--- config.mk ---
export PLATFORM = sky130hd
export DESIGN_NAME = stripe_frame_controller
export DESIGN_NICKNAME = d
export VERILOG_FILES = /design/src/rtl/stripe_frame_controller.sv
export SDC_FILE = /design/constraint.sdc
export NUM_CORES = 1
export LEC_CHECK = 0
export BUFFER_PORTS_ARGS = -buffer_cell sky130_fd_sc_hd__buf_2
export CORE_ASPECT_RATIO = 1.25
export CORE_MARGIN = 2
export CORE_UTILIZATION = 30
export DETAILED_ROUTE_END_ITERATION = 16
export SETUP_SLACK_MARGIN = 0.15
export SYNTH_ARGS = -nofsm -noshare
export SYNTH_HDL_FRONTEND = slang
export SYNTH_SLANG_ARGS = --single-unit
--- constraint.sdc ---
create_clock -name clk -period 2.7 [get_ports clk]
set_clock_uncertainty 0.05 [all_clocks]
set_input_delay 0.27 -clock clk [delete_from_list [all_inputs] [get_ports clk]]
set_output_delay 0.27 -clock clk [all_outputs]
set_load 0.1 [all_outputs]
--- src/rtl/stripe_frame_controller.sv ---
// Frame sequencer: walks a frame in stripes, running fetch then core per stripe,
// with optional VGA hand-off, continuous mode, abort and a per-phase watchdog.
module stripe_frame_controller #(
    parameter int IMG_ROW     = 540,
    parameter int STRIPE_ROWS = 8,
    parameter int ROW_W       = 10,
    parameter int TIMEOUT_CYC = 1048576,
    parameter int TO_W        = 21
) (
    input  logic             clk,
    input  logic             rst_n,
    input  logic             start_i,
    input  logic             abort_i,
    input  logic             mode_cont_i,
    input  logic             vga_run_i,
    input  logic             fetch_done_i,
    input  logic             core_done_i,
    output logic             fetch_run_o,
    output logic [ROW_W-1:0] fetch_row_o,
    output logic [ROW_W-1:0] fetch_rows_o,
    output logic             core_run_o,
    output logic             vga_en_o,
    output logic             busy_o,
    output logic             frame_done_o,
    output logic             err_timeout_o,
    output logic [2:0]       state_o,
    output logic [15:0]      frame_cnt_o
);

    typedef enum logic [2:0] {
        S_IDLE  = 3'd0,
        S_FETCH = 3'd1,
        S_CORE  = 3'd2,
        S_DONE  = 3'd3,
        S_VGA   = 3'd4,
        S_ERR   = 3'd5
    } state_t;

    // One extra bit so row + STRIPE_ROWS cannot overflow in the end-of-frame test
    localparam logic [ROW_W:0]  IMG_W    = (ROW_W+1)'(IMG_ROW);
    localparam logic [ROW_W:0]  STRIPE_W = (ROW_W+1)'(STRIPE_ROWS);
    localparam bit              WD_ON    = (TIMEOUT_CYC > 0);
    localparam logic [TO_W-1:0] WD_LAST  = TO_W'((TIMEOUT_CYC > 0) ? (TIMEOUT_CYC - 1) : 0);

    state_t           state, state_n;
    logic [ROW_W-1:0] row_n;
    logic [TO_W-1:0]  wd_cnt;
    logic             err_n;
    logic             wd_expire;
    logic             last_stripe;
    logic             enter_fetch;
    logic             enter_core;

    function automatic logic [ROW_W-1:0] stripe_rows(input logic [ROW_W-1:0] r);
        logic [ROW_W:0] rem;
        rem = IMG_W - {1'b0, r};
        if (rem < STRIPE_W)
            return rem[ROW_W-1:0];
        return STRIPE_W[ROW_W-1:0];
    endfunction

    assign wd_expire   = WD_ON && (wd_cnt == WD_LAST);
    assign last_stripe = ({1'b0, fetch_row_o} + STRIPE_W) >= IMG_W;
    assign enter_fetch = (state_n == S_FETCH) && (state != S_FETCH);
    assign enter_core  = (state_n == S_CORE) && (state != S_CORE);
    assign state_o     = state;

    always_ff @(posedge clk or negedge rst_n) begin
        if (!rst_n)
            state <= S_IDLE;
        else
            state <= state_n;
    end

    always_comb begin
        state_n = state;
        row_n   = fetch_row_o;
        err_n   = err_timeout_o;
        case (state)
            S_IDLE: begin
                if (start_i) begin
                    state_n = S_FETCH;
                    row_n   = '0;
                end
            end
            S_FETCH: begin
                if (fetch_done_i) begin
                    state_n = S_CORE;
                end else if (wd_expire) begin
                    state_n = S_ERR;
                    err_n   = 1'b1;
                end
            end
            S_CORE: begin
                if (core_done_i) begin
                    if (last_stripe) begin
                        state_n = S_DONE;
                    end else begin
                        state_n = S_FETCH;
                        row_n   = fetch_row_o + STRIPE_W[ROW_W-1:0];
                    end
                end else if (wd_expire) begin
                    state_n = S_ERR;
                    err_n   = 1'b1;
                end
            end
            S_DONE: begin
                if (vga_run_i) begin
                    state_n = S_VGA;
                end else if (mode_cont_i) begin
                    state_n = S_FETCH;
                    row_n   = '0;
                end else begin
                    state_n = S_IDLE;
                end
            end
            S_VGA: begin
                if (!vga_run_i) begin
                    if (mode_cont_i) begin
                        state_n = S_FETCH;
                        row_n   = '0;
                    end else begin
                        state_n = S_IDLE;
                    end
                end
            end
            S_ERR: begin
                if (start_i) begin
                    state_n = S_FETCH;
                    row_n   = '0;
                    err_n   = 1'b0;
                end
            end
            default: state_n = S_IDLE;
        endcase
        // Abort beats start and any done pulse arriving in the same cycle
        if (abort_i) begin
            state_n = S_IDLE;
            row_n   = '0;
            err_n   = 1'b0;
        end
    end

    always_ff @(posedge clk or negedge rst_n) begin
        if (!rst_n) begin
            fetch_row_o   <= '0;
            fetch_rows_o  <= '0;
            fetch_run_o   <= 1'b0;
            core_run_o    <= 1'b0;
            vga_en_o      <= 1'b0;
            busy_o        <= 1'b0;
            frame_done_o  <= 1'b0;
            err_timeout_o <= 1'b0;
            frame_cnt_o   <= '0;
            wd_cnt        <= '0;
        end else begin
            fetch_row_o   <= row_n;
            fetch_run_o   <= enter_fetch;
            core_run_o    <= enter_core;
            vga_en_o      <= (state_n == S_VGA);
            busy_o        <= (state_n == S_FETCH) || (state_n == S_CORE) ||
                             (state_n == S_DONE)  || (state_n == S_VGA);
            frame_done_o  <= (state_n == S_DONE);
            err_timeout_o <= err_n;
            if (enter_fetch)
                fetch_rows_o <= stripe_rows(row_n);
            if (state_n == S_DONE)
                frame_cnt_o <= frame_cnt_o + 16'd1;
            if (state_n != state)
                wd_cnt <= '0;
            else if ((state == S_FETCH) || (state == S_CORE))
                wd_cnt <= wd_cnt + TO_W'(1);
        end
    end

endmodule

Yosys cells after proc, flatten, opt, wreduce, memory -nomap -nowiden --
Index checks and enable logic that the tools add are counted.
Word-level totals: memory bits (read-only) 0, bits in latches 0, input bits 8, memories 0, memory bits (writable) 0, output and inout bits 45, register bits 66, word-level logic and storage cells 75
Operators by class: reductions and logical operators 12, multipliers 0, bitwise logic cells 0, equal/unequal tests 16, div/mod/pow operators 0, $add $sub $neg 5, magnitude comparators 2, shifts and indexed selects 0, mux-type cells 29
Operators by type and width (number):
- two-way mux 10 bit | 8
- two-way mux 21 bit | 2
- one-hot mux 10 bit (3 select lines) | 1
- adder 21 x 1 -> 21 bit, second input constant | 1
- equality test 21 x 20 -> 1 bit, second input constant | 1
- two-way mux 3 bit | 7
- adder 16 x 1 -> 16 bit, second input constant | 1
- one-hot mux 3 bit (5 select lines) | 1
- equality test 3 x 2 -> 1 bit, second input constant | 4
- adder 10 x 4 -> 11 bit, second input constant | 1
- >= comparator 11 x 10 -> 1 bit, second input constant | 1
- < comparator 11 x 4 -> 1 bit, second input constant | 1
- subtractor 10 x 10 -> 11 bit, first input constant | 1
- adder 10 x 4 -> 10 bit, second input constant | 1
- equality test 3 bit, second input constant | 3
- != test 3 bit, second input constant | 3
- two-way mux 1 bit | 8
- equality test 3 x 1 -> 1 bit, second input constant | 2
- logical OR 1 bit | 4
- AND reduction 4 bit | 1
- nonzero test 4 bit | 1
- OR reduction 2 bit | 2
- logical NOT 3 bit | 1
- != test 3 x 1 -> 1 bit, second input constant | 1
- other kinds (6) | 7

Longest topological paths before layout --
Gate-level depths: netlist (run 1).
depth in word-level cells 11, mapped depth 14, depth with buffers taken out 13

Least setup slack after synthesis (run 1) --
OpenSTA, ideal clock, no wires.
path type reg2reg, from reg fetch_row_o[4], to reg fetch_rows_o[2], stages on the path, launching flop included 12, library setup time 0.092 ns, setup slack -0.886 ns, data arrival time 3.444 ns, path buffers 1, path through dfrtp_1 > ha_1 > buf_2 > nand4_1 > nor3_1 > o31a_1 > o21a_4 > and3_4 > o211ai_1 > a2111oi_2 > o2111ai_2 > o31ai_2
Between the ends: longest elaborated chain between the ends 11, elaborated cells on any way between the ends 22, those cells by class add/sub (3); order compare (2); eq/ne (1); mux (15); reduce/logical (1)
RTL lines:
- start, declared | RTL line 19 | output logic [ROW_W-1:0] fetch_row_o,
- start signal, assigned | RTL line 157 | fetch_row_o <= row_n;
- adder 10 x 4 -> 11 bit | RTL line 63 | assign last_stripe = ({1'b0, fetch_row_o} + STRIPE_W) >= IMG_W;
- >= comparator 11 x 10 -> 1 bit | RTL line 63
- two-way mux 10 bit | RTL line 96 | if (last_stripe) begin
- two-way mux 10 bit | RTL line 95 | if (core_done_i) begin
- one-hot mux 10 bit (3 select lines) | RTL line 79 | case (state)
- two-way mux 10 bit | RTL line 137 | if (abort_i) begin
- subtractor 10 x 10 -> 11 bit | RTL line 56 | rem = IMG_W - {1'b0, r};
- < comparator 11 x 4 -> 1 bit | RTL line 57 | if (rem < STRIPE_W)
- two-way mux 1 bit | RTL line 57
- two-way mux 1 bit | RTL line 165 | if (enter_fetch)
- two-way mux 10 bit | RTL line 59 | return STRIPE_W[ROW_W-1:0];
- end signal, assigned | RTL line 166 | fetch_rows_o <= stripe_rows(row_n);
- end, declared | RTL line 20 | output logic [ROW_W-1:0] fetch_rows_o,
Several ways; a longest one is shown, not always the timed one. The select of a mux whose other input is x is not followed. A chain may end at the register's enable or synchronous reset.

Worst setup path after layout (run 1) --
from reg fetch_row_o[4], to reg fetch_rows_o[1]
The elaborated chain is that of the path after synthesis.

==> results of run 1 <==
## stage by stage
| stage | setup TNS (ns) | std cells | total power, mW | hold WS (ns) |
|---|---|---|---|---|
| global route | -10.10 | 677 | 3.019 | 0.06790 |
| floorplan | -10.01 | 377 | 1.390 | -0.07559 |
| global placement | -3.389 | 651 | 1.549 | 0.3742 |
| CTS | -1.976 | 672 | 2.911 | 0.03375 |
| finish | -3.974 | 677 | 2.896 | 0.01416 |
| detailed placement | -4.799 | 651 | 1.556 | 0.3847 |
## per-layer routing
metal / vias to the layer above / wire length, um / track usage [%]
met5: - / 0 / 0
met4: 0 / 102 / 4.412
met3: 8 / 387 / 3.708
met2: 63 / 5130 / 27.20
met1: 1658 / 4297 / 19.43
li1: 1614 / - / -
## report_power, final
part           internal [mW]  switching [mW]
Clock                  0.905           0.422
Combinational          0.163           0.345
Sequential              1.02          0.0369
## repair_timing
action / in CTS / in global routing
gates resized for setup: 17 / 27
buffers inserted: 5 / 5
pin swaps: 7 / 16
cloned: 0 / 0
endpoints found under the setup margin: 40 / 42
## Yosys cell counts (5+ instances only)
master	count
sky130_fd_sc_hd__buf_2	6
sky130_fd_sc_hd__nor2b_1	8
sky130_fd_sc_hd__xor2_1	18
sky130_fd_sc_hd__dfrtp_1	66
sky130_fd_sc_hd__nor3_1	7
sky130_fd_sc_hd__ha_1	5
sky130_fd_sc_hd__o21ai_0	7
sky130_fd_sc_hd__a31oi_1	6
sky130_fd_sc_hd__and3_1	9
sky130_fd_sc_hd__xnor2_1	24
sky130_fd_sc_hd__nand2b_1	5
sky130_fd_sc_hd__and4_1	5
sky130_fd_sc_hd__inv_1	12
sky130_fd_sc_hd__nand4_1	15
sky130_fd_sc_hd__nand2_1	32
sky130_fd_sc_hd__nand3_1	16
sky130_fd_sc_hd__a21oi_1	8
sky130_fd_sc_hd__nor2_1	44
## layout make-up
type,instances,area share [%]
inverters,13,0.9136
multi-input cells,286,40.71
well taps,164,3.842
flip-flops and latches,66,31.44
clock inverters,6,2.155
repair buffers,132,16.65
clock buffers,10,4.287
## cells by family (layout without fill, tap and decap cells)
| family | after synthesis | in the layout | synth area share (%) |
|---|---|---|---|
| compound gates | 65 | 65 | 14.42 |
| xor+xnor | 42 | 42 | 9.973 |
| flops | 66 | 66 | 44.78 |
| simple gates | 168 | 168 | 24.25 |
| mux | 6 | 6 | 1.696 |
| fa+ha+maj | 5 | 5 | 1.696 |
| buf+inv | 25 | 161 | 3.188 |
## placed cells by master (no fill, tap or decap), drive strengths merged, types with 7 or more instances in the layout
master / netlist / final
a21oi: 12 / 12
nand4: 15 / 15
o21ai: 10 / 10
nand2: 32 / 32
nor2: 44 / 44
dfrtp: 66 / 66
buf: 11 / 132
clkbuf: 1 / 10
xor2: 18 / 18
nor2b: 8 / 8
and3: 11 / 11
nor3: 7 / 7
xnor2: 24 / 24
inv: 13 / 13
nand3: 17 / 17
## sequential cells by signal, summed over array words and instances (netlist names)
name and cells:
wd_cnt 21, frame_cnt_o 16, fetch_row_o 10, fetch_rows_o 10, state_o 3, busy_o 1
core_run_o 1, err_timeout_o 1, fetch_run_o 1, frame_done_o 1, vga_en_o 1
## path summary, 6_finish.rpt
path	depth (start not counted)	endpoint	slack [ns]	startpoint
min in group clk	2	err_timeout_o	0.15	start_i
setup reg to reg	9	fetch_rows_o[1]	-0.27	fetch_row_o[4]
setup / recovery	9	fetch_rows_o[1]	-0.27	fetch_row_o[4]
max in group asynchronous	2	busy_o	1.82	rst_n
hold / removal	1	core_run_o	0.01	rst_n
hold reg to reg	1	frame_cnt_o[15]	0.42	frame_cnt_o[15]
## critical path, cell delays in order, from the launching register on
cell	delay, ns
sky130_fd_sc_hd__dfrtp_4	0.52
sky130_fd_sc_hd__ha_4	0.18
sky130_fd_sc_hd__or4b_4	0.53
sky130_fd_sc_hd__a21o_1	0.21
sky130_fd_sc_hd__o21a_4	0.20
sky130_fd_sc_hd__and3_4	0.20
sky130_fd_sc_hd__o211ai_1	0.26
sky130_fd_sc_hd__and4_1	0.25
sky130_fd_sc_hd__o2111ai_2	0.19
sky130_fd_sc_hd__o31ai_1	0.29
==> results.txt, run 1 <==
The flow ran to the end, but the final reports show violations. The final reports fail on setup timing. The cell area after technology mapping came out at 3689 um^2.

Summed over all instances, the cell type with the most area after synthesis is sky130_fd_sc_hd__dfrtp_1. The total wire length after detailed routing is 9917 um. In this run the deepest clock path goes through 2 buffers. The maximum frequency from static timing analysis came out at 336.8 MHz.

The number of top-level pins came out at 53. The number of iterations in the first detailed-routing pass came out at 4. The time the final worst path needs with I/O delays and setup is 2.969 ns.

Among all flip-flop cells after synthesis, the most frequent one is sky130_fd_sc_hd__dfrtp_1. The worst setup path is of the flip-flop to flip-flop kind. The number of buffer cells added on primary ports is 52. Setup repair after global routing could not meet its margin everywhere. The clock reaches the later pin of the worst-skew pair after 0.32 ns. The number of H-tree branching levels came out at 3. The kind of path behind the tightest hold check is input pin to async pin. The remaining number of nets flagged by the antenna check after routing is 0.

The relative slew slack is 43.40%. The maximum number of pins on one net before global-route repair came out at 37. The flip-flop and latch count after synthesis is 66. The floorplan step defined a die boundary enclosing 13200 um^2. The wire length of the first global-routing pass is 16530 um.

The global placement routability congestion is 0.8872. Max-cap violations in this run came to 0. Data on the critical path is required at its endpoint by 2.87 ns.

The post-cts hold buffer count came out at 0. In the post-synthesis netlist, the biggest area contributors are sky130_fd_sc_hd__dfrtp_1, sky130_fd_sc_hd__xnor2_1, sky130_fd_sc_hd__nor2_1. The gate count after technology mapping came out at 377.

The first-iteration detailed-routing DRC count came out at 100. The area added between synthesis and finish is 44.81%. The net count of the finished layout is 521. After detailed routing, the number of remaining DRC violations is 0.

After synthesis, the largest area contributor takes up 44.78% of total cell area. For the pin with the worst max-slew slack, the measured transition is 0.8490 ns. Counting every net in the synthesized netlist gives 390. The final number of max-transition violations is 0.

The category of the worst setup path capture point is a flip-flop. Across all setup checks in the final design, the least slack found is -0.2689 ns. The maximum ir drop on the vdd rail came out at 275.1 uV. The data arrival time of the critical path came out at 3.14 ns.

The number of synthesized flops with an enable pin came out at 0. The sink count of the clock tree came out at 66. The static power due to leakage came out at 2.471 nW. The maximum fanout encountered on the critical timing path is 5. The unique cell type count in the Yosys netlist is 72.

The horizontal die dimension is 103.2 um. The portion of the clock cycle consumed by the worst path in the final layout came out at 110.0%. Setup violations remaining at the end of the flow were counted as 39. The total number of yosys warnings is 0. The power per unit of standard cell area came out at 542.2 nW/um^2. The repair_antennas step left the layout with diodes totalling 0. The sequential-to-total area share from yosys stat is 44.78%. Clock-pin slew was measured on the worst setup and hold paths at 0.06 ns. Counting the fill cells in the layout gives 1176. The per-instance average area after synthesis came out at 9.784 um^2.

The initial standard-cell utilization of the core came out at 30.61%. TritonCTS built the clock tree. The floorplan has 45 rows.

The area used by sequential logic in the layout came out at 1679 um^2. The startpoint class of the critical path is a flip-flop. The global router's overall resource usage is 15.75%. The mean routed wirelength per cell came out at 14.65 um. The via count came out at 3343. Dividing the detail-routed via count by the number of cells gives 4.938. The half-perimeter wire length of the detailed placement result is 7433 um.

For this run, the share of the core covered by cells in the final layout is 44.33%. The number of failing hold endpoints at the final stage is 0. The overflow left after global routing is 0. The instance area at placement is 4723 um^2. CTS placed an instance of sky130_fd_sc_hd__clkbuf_16 at the clock tree root. The area used by multi-input combinational logic came out at 2175 um^2. The share of synthesized flip-flops with an asynchronous set or reset came out at 100.0%. The die is 128.0 um tall. The fraction of final layout cells with drive strength greater than 1 came out at 43.86%. Before CTS, the worst setup slack after placement is -0.2987 ns. The number of global-route vias before repair is 3472.

The finished cells cover 5341 um^2. The number of antenna violations at the first check in global routing came out at 0. The number of buffers inserted during clock tree synthesis came out at 9.

The core region is 12050 um^2.
Note: power is estimated with default switching activity, not from simulation.
==> run 2, diff against run 1 <==
--- a/config.mk
+++ b/config.mk
@@ -14,3 +14,4 @@
 export SYNTH_ARGS = -nofsm -noshare
 export SYNTH_HDL_FRONTEND = slang
 export SYNTH_SLANG_ARGS = --single-unit
+export TNS_END_PERCENT = 20
==> constraint.sdc (replaced) <==
create_clock -name clk -period 3.65 [get_ports clk]
set_clock_uncertainty 0.05 [all_clocks]
set_input_delay 0.365 -clock clk [delete_from_list [all_inputs] [get_ports clk]]
set_output_delay 0.365 -clock clk [all_outputs]
set_load 0.1 [all_outputs]
==> run 2 against run 1 <==
Net effect: the run ends with hold timing left; sequential share of layout area grew 5.5 points; count of clock-buffer cells in the layout stayed put; cell count fell by 11%; cell area is 16% lower; global-route usage decreased by 1.2 points; clock power down 29%; worst setup slack better by 0.70 ns.
==> results.txt, run 2 (synthesis gave the netlist of run 1 again) <==
Global routing finished with a remaining overflow of 0. The fraction of final layout cells with drive strength greater than 1 is 23.86%. Once detailed placement completed, the half-perimeter wirelength came to 6648 um. The cell count of the worst reg-to-reg path came out at 13. The clock transition time at the flip-flop clock pins of the worst setup and hold paths is 0.06 ns.

53 I/O pins were placed. In this run the critical register-to-register path is launched from state_o[1]. The setup total negative slack is 0 ns. The end-of-flow core utilization is 37.22%.

Clock tree synthesis selected as its root buffer the cell sky130_fd_sc_hd__clkbuf_16. The register-to-register setup slack came out at 0.43 ns. The number of H-tree branching levels is 3. The die height came out at 128.0 um. The core footprint is 12050 um^2.

The number of buffers on the longest clock path is 2. The transition time of the tightest slew-check pin came out at 0.7132 ns. Hold repair after CTS inserted 0 buffers.

The via count came out at 3051. The dominant cell type by count on the critical path is sky130_fd_sc_hd__nand2_1. The number of antenna violations at the first check in global routing came out at 0.

The congestion estimate from routability-driven global placement came to 0.8497. The register with the most flip-flops in the final layout is wd_cnt. The number of buffer cells added on primary ports came out at 52. The first-iteration detailed-routing DRC count came out at 157.

The portion of the clock cycle consumed by the worst path in the final layout is 88.23%. The final number of max-transition violations is 0. CTS saw 66 sinks. Clock tree synthesis inserted a total of 9 buffers. The number of global-route vias before repair is 3092. The first global-routing pass estimated 15230 um of wire. The area added between synthesis and finish is 21.57%. Of all nets on the critical path, the largest fanout is 14. The highest cell delay on the worst timing path is 0.63 ns.

The number of iterations in the first detailed-routing pass came out at 4. The mean routed wirelength per cell is 14.95 um. STA classifies the critical path startpoint as a flip-flop. The setup slack at placement came out at 0.1491 ns.

At the later pin of the worst-skew pair, clock insertion delay measures 0.33 ns. The largest registers in the layout are wd_cnt: 21 flops, frame_cnt_o: 16 flops. After the last flow step, the layout net total stands at 448. The checks that failed: hold timing. The remaining number of nets flagged by the antenna check after routing came out at 0. The row count is 45.

For this design the static power due to leakage is 2.087 nW. The initial standard-cell utilization of the core came out at 30.61%. The number of failing hold endpoints at the final stage is 6. Walking the worst path, the cells encountered are inv_2 -> nor3_1 -> a211o_1 -> and2_1 -> nand2_1 -> ha_1 -> nand2_1 -> nand4_1 -> mux2i_1 -> nand2_1 -> o32ai_2 -> o2111ai_2 -> o31ai_2.

The maximum number of pins on one net before global-route repair is 26. Leaving out fill and tap cells, the most frequent cells in the layout are sky130_fd_sc_hd__dfrtp_1, sky130_fd_sc_hd__buf_2, sky130_fd_sc_hd__nor2_1, sky130_fd_sc_hd__nand2_1, sky130_fd_sc_hd__xnor2_1. Wires add up to 9030 um.

The run finished, with violations left. Max-cap violations in this run came to 0. The horizontal die dimension is 103.2 um. IR analysis of the VDD net gives a maximum drop of 252.9 uV.

The smallest hold slack is -0.009889 ns. The commonest non-fill, non-tap cell in the layout is sky130_fd_sc_hd__dfrtp_1. The critical path is of the flip-flop to flip-flop type. The endpoint identified for the worst register-to-register timing path is fetch_rows_o[2].

The worst path required time is 3.83 ns. TritonCTS built the clock tree. The die covers 13200 um^2. The global router's overall resource usage came out at 14.58%. The worst-path cell with the longest stage delay is sky130_fd_sc_hd__dfrtp_1. The relative slew slack is 52.45%. The number of flip-flops in the largest register is 21. Once routing completed, OpenROAD measured the worst setup slack at 0.4296 ns. The post-detailed-route via-to-cell ratio is 5.051. The count of inserted antenna diode cells came out at 0. Data arrives at the worst endpoint at 3.40 ns. The smallest clock period supported by the final layout is computed as 3.220 ns. Setup violations remaining at the end of the flow were counted as 0. The critical path starts at state_o[1]. Based on the critical path, the design can be clocked at up to 310.5 MHz. The worst setup path is captured at a flip-flop. The design draws 2.034 mW. The power per unit of standard cell area came out at 453.5 nW/um^2. The worst hold path belongs to the class input pin to async pin. Setup repair after global routing left no endpoint under its margin. The DRC violation count after routing is 0.
## run 2: changes by cell type in the layout (fill, tap and decap cells not counted), moves of 4 or more
cell | previous run | this run
sky130_fd_sc_hd__buf_4 | 77 | 7
sky130_fd_sc_hd__dfrtp_4 | 6 | 0
sky130_fd_sc_hd__nor2_2 | 4 | 0
sky130_fd_sc_hd__nand2_1 | 28 | 32
sky130_fd_sc_hd__nand3_1 | 11 | 16
sky130_fd_sc_hd__dfrtp_1 | 56 | 63
sky130_fd_sc_hd__nor2_1 | 40 | 44
sky130_fd_sc_hd__nand2_2 | 4 | 0
## run 2: worst max-delay path by stage
| stage | to | slack, ns |
|---|---|---|
| floorplan | fetch_rows_o[3] | 0.18 |
| finish | fetch_rows_o[2] | 0.43 |
| global route | wd_cnt[1] | 0.15 |
| CTS | fetch_rows_o[2] | 0.32 |
| detailed placement | fetch_rows_o[2] | 0.15 |
| global placement | fetch_rows_o[2] | 0.31 |
## run 2: timing repair
item | CTS | global route
gates resized for setup | 1 | 1
endpoints found under the setup margin | 1 | 4
gates cloned | 0 | 0
pin swaps | 0 | 1
hold endpoints to repair | 0 | 0
setup buffers | 0 | 1
## run 2: per-layer routing
layer / track usage, % / vias up / wire, um
met1: 19.39 / 1489 / 4051
met4: 5.418 / 0 / 121
met2: 23.49 / 76 / 4416
li1: - / 1475 / -
met3: 2.672 / 11 / 440
met5: 0 / - / 0
## run 2: per-stage QoR
stage,cell area (um^2),instances
2_1_floorplan,3691,377
3_3_place_gp,4139,587
3_5_place_dp,4139,587
4_1_cts,4469,603
5_1_grt,4484,604
6_report,4484,604
## run 2: area by class of cell
| class | instances | area, um^2 |
|---|---|---|
| flip-flops and latches | 66 | 1655 |
| repair buffers | 59 | 312.8 |
| multi-input cells | 286 | 1933 |
| fillers | 1227 | 7565 |
| inverters | 13 | 48.80 |
| clock inverters | 6 | 90.09 |
| well taps | 164 | 205.2 |
| clock buffers | 10 | 239.0 |
## run 2: worst max-delay path: cells and delay by family (launching register included)
kind | cells | cell delay [ns]
AOI/OAI and AO/OA | 4 | 0.97
and+or+nand+nor | 6 | 0.90
DFF | 1 | 0.63
adders and majority gates | 1 | 0.25
buffers and inverters | 1 | 0.16
muxes | 1 | 0.15
## run 2: where the power goes
part	total, mW	switching (mW)	internal, mW
logic	0.301	0.234	0.0674
clock network	0.945	0.328	0.617
registers	0.787	0.0303	0.757
==> run 3, diff against run 2 <==
--- a/config.mk
+++ b/config.mk
@@ -8,7 +8,7 @@
 export BUFFER_PORTS_ARGS = -buffer_cell sky130_fd_sc_hd__buf_2
 export CORE_ASPECT_RATIO = 1.25
 export CORE_MARGIN = 2
-export CORE_UTILIZATION = 30
+export CORE_UTILIZATION = 40
 export DETAILED_ROUTE_END_ITERATION = 16
 export SETUP_SLACK_MARGIN = 0.15
 export SYNTH_ARGS = -nofsm -noshare
==> run 3 against run 2 <==
Net effect: the run now ends clean; critical path depth is the same; hold slack gained 0.10 ns; critical endpoint is now fetch_rows_o[1]; largest cell class unchanged; worst setup slack lost 0.021 ns; global-route usage grew 3.0 points; largest power group unchanged; sequential share of layout area grew 0.39 points.
==> results.txt, run 3 (synthesis gave the netlist of run 1 again) <==
The power per unit of standard cell area came out at 473.3 nW/um^2. The via count came out at 2990. The floorplan die area is 10010 um^2. The source of the worst register-to-register timing path is state_o[2]. The congestion estimate from routability-driven global placement came to 0.8314. The first detailed-routing pass ran for 4 iterations. Setup total negative slack on the finished layout was measured at 0 ns. The core footprint came out at 9076 um^2.

The tightest min-delay check is of the input pin to async pin type. The repair_antennas step left the layout with diodes totalling 0. The buffer count from post-CTS setup fixing is 0.

The post-placement cell count is 544. The sink count of the clock tree is 66. Setup violations remaining at the end of the flow were counted as 0.

Setup repair after global routing left no endpoint under its margin. After routing the design area is 4438 um^2. Compared with the post-synthesis result, the final layout area differs by 20.32%. Buffers placed on the I/O ports in this run total 52.

The smallest hold slack came out at 0.09073 ns. Entering global routing, the biggest net connects 39 pins. The relative slew slack came out at 44.05%.

The number of H-tree branching levels is 3. The number of antenna violations at the first check in global routing is 0. Buffers inserted during clock tree synthesis total 9.

Leaving out fill and tap cells, the most frequent cells in the layout are sky130_fd_sc_hd__dfrtp_1, sky130_fd_sc_hd__buf_2, sky130_fd_sc_hd__nor2_1, sky130_fd_sc_hd__nand2_1, sky130_fd_sc_hd__xnor2_1. After layout, the minimum clock period comes to 3.242 ns. The number of maximum-capacitance violations is 0. The startpoint class of the critical path is a flip-flop. The portion of the clock cycle consumed by the worst path in the final layout came out at 88.82%. The clock transition time at the flip-flop clock pins of the worst setup and hold paths is 0.06 ns. The commonest non-fill, non-tap cell in the layout is sky130_fd_sc_hd__dfrtp_1. Cells with a size suffix above 1 make up 23.34% of the layout.

The number of fill cells in the layout came out at 878. TritonCTS built the clock tree. Data on the critical path arrives at its endpoint at 3.42 ns. The number of top-level pins is 53. The static power due to leakage came out at 2.079 nW. The cell count of the worst reg-to-reg path is 13. The largest registers in the layout are wd_cnt: 21 flops, frame_cnt_o: 16 flops. The global router's overall resource usage came out at 17.59%.

The overflow left after global routing came out at 0. The transition time of the tightest slew-check pin came out at 0.8393 ns. The critical path is of the flip-flop to flip-flop type. The maximum frequency from static timing analysis is 308.5 MHz. Once detail routing completed, the nets flagged for antenna violations numbered 0. In this run the critical register-to-register path is captured at fetch_rows_o[1]. For this block, the initial DRC count from the detailed router was 122.

The number of buffers on the longest clock path came out at 2. The worst path required time came out at 3.83 ns. After floorplanning, the core was divided into 39 placement rows. The number of global-route vias before repair is 3017. More flip-flops sit in one register than any other, and that register is wd_cnt. The mean routed wirelength per cell is 14.84 um. The total wire length after detailed routing is 8311 um.

The flow ran to the end, and the final reports show no timing, DRC or antenna violations. The number of failing hold endpoints at the final stage came out at 0. The register-to-register setup slack came out at 0.41 ns. The number of cells in the finished layout apart from fillers is 560. The horizontal die dimension is 89.89 um. The post-detailed-route via-to-cell ratio came out at 5.339.

The insertion delay to the later sink of the worst-skew pair is 0.33 ns. The clock tree root buffer cell is sky130_fd_sc_hd__clkbuf_16. Of all nets on the critical path, the largest fanout is 9. The wire length of the first global-routing pass came out at 14480 um.

The die height came out at 111.4 um. The final number of max-transition violations is 0. The half-perimeter wire length of the detailed placement result came out at 5886 um.

The net count of the finished layout came out at 445. The category of the worst setup path capture point is a flip-flop. The maximum ir drop on the vdd rail is 405.7 uV. The initial standard-cell utilization of the core is 40.64%. The number of flip-flops in the largest register came out at 21. The instance area at placement is 4073 um^2. The DRC violation count after routing came out at 0.
run 3: changes by cell type in the layout (fill, tap and decap cells not counted), sizes merged:
cell      previous run  this run
bufinv               2         3
clkinvlp             1         0
clkbuf              10         9
inv                 13        14
buf                 59        56
run 3: per-stage QoR:
stage	util [%]	setup slack [ns]	total power, mW
after floorplan	-	0.1797	1.026
after global placement	44.87	0.2870	1.094
after detailed placement	44.87	0.3214	1.098
after CTS	48.73	0.2494	2.111
after global routing	48.90	0.1559	2.166
final	48.90	0.4082	2.100
run 3: area by class of cell:
| class | count | area, um^2 | share of cell area, % |
|---|---|---|---|
| inverter | 13 | 48.80 | 1.100 |
| clock inverter | 7 | 125.1 | 2.819 |
| multi-input combinational | 286 | 1939 | 43.70 |
| timing repair buffer | 56 | 290.3 | 6.541 |
| sequential | 66 | 1655 | 37.30 |
| tap | 123 | 153.9 | 3.468 |
| clock buffer | 9 | 225.2 | 5.075 |
run 3: worst max-delay path by stage:
stage              startpoint         endpoint  slack [ns]  cells after the start
2_1_floorplan  fetch_row_o[5]  fetch_rows_o[3]        0.18                     10
3_3_place_gp       state_o[0]  fetch_rows_o[1]        0.29                     13
3_5_place_dp       state_o[0]  fetch_rows_o[2]        0.32                     13
4_1_cts            state_o[0]  fetch_rows_o[1]        0.25                     13
5_1_grt            state_o[2]  fetch_rows_o[1]        0.16                     13
6_report           state_o[2]  fetch_rows_o[1]        0.41                     13
run 3: critical path: stages (launching register included):
cell and delay [ns]:
sky130_fd_sc_hd__dfrtp_1 0.47, sky130_fd_sc_hd__nand2b_1 0.27, sky130_fd_sc_hd__xnor2_1 0.39, sky130_fd_sc_hd__a211o_1 0.27, sky130_fd_sc_hd__and2_1 0.22, sky130_fd_sc_hd__nand2_1 0.09, sky130_fd_sc_hd__ha_1 0.25, sky130_fd_sc_hd__nand2_1 0.10
sky130_fd_sc_hd__nand4_1 0.09, sky130_fd_sc_hd__mux2i_1 0.14, sky130_fd_sc_hd__nand2_1 0.08, sky130_fd_sc_hd__o32ai_2 0.24, sky130_fd_sc_hd__o2111ai_2 0.21, sky130_fd_sc_hd__o31ai_1 0.26
run 3: timing repair:
action                                  in CTS  in global routing
hold endpoints to repair                     0                  0
gates resized for setup                      0                  3
endpoints found under the setup margin       0                  4
hold buffers                                 0                  0
run 3: where the power goes:
part | total, mW | internal (mW) | switching [mW]
combinational | 0.297 | 0.0652 | 0.232
clock | 1.02 | 0.673 | 0.342
sequential | 0.788 | 0.757 | 0.0312
run 3: per-layer routing:
layer  GRT usage, %  share of wire, %  up-vias
li1               -                 -     1478
met1          23.91                47     1430
met2          27.17                46       66
met3          3.789               4.2       16
met4          8.000               2.2        0
met5              0                 0        -
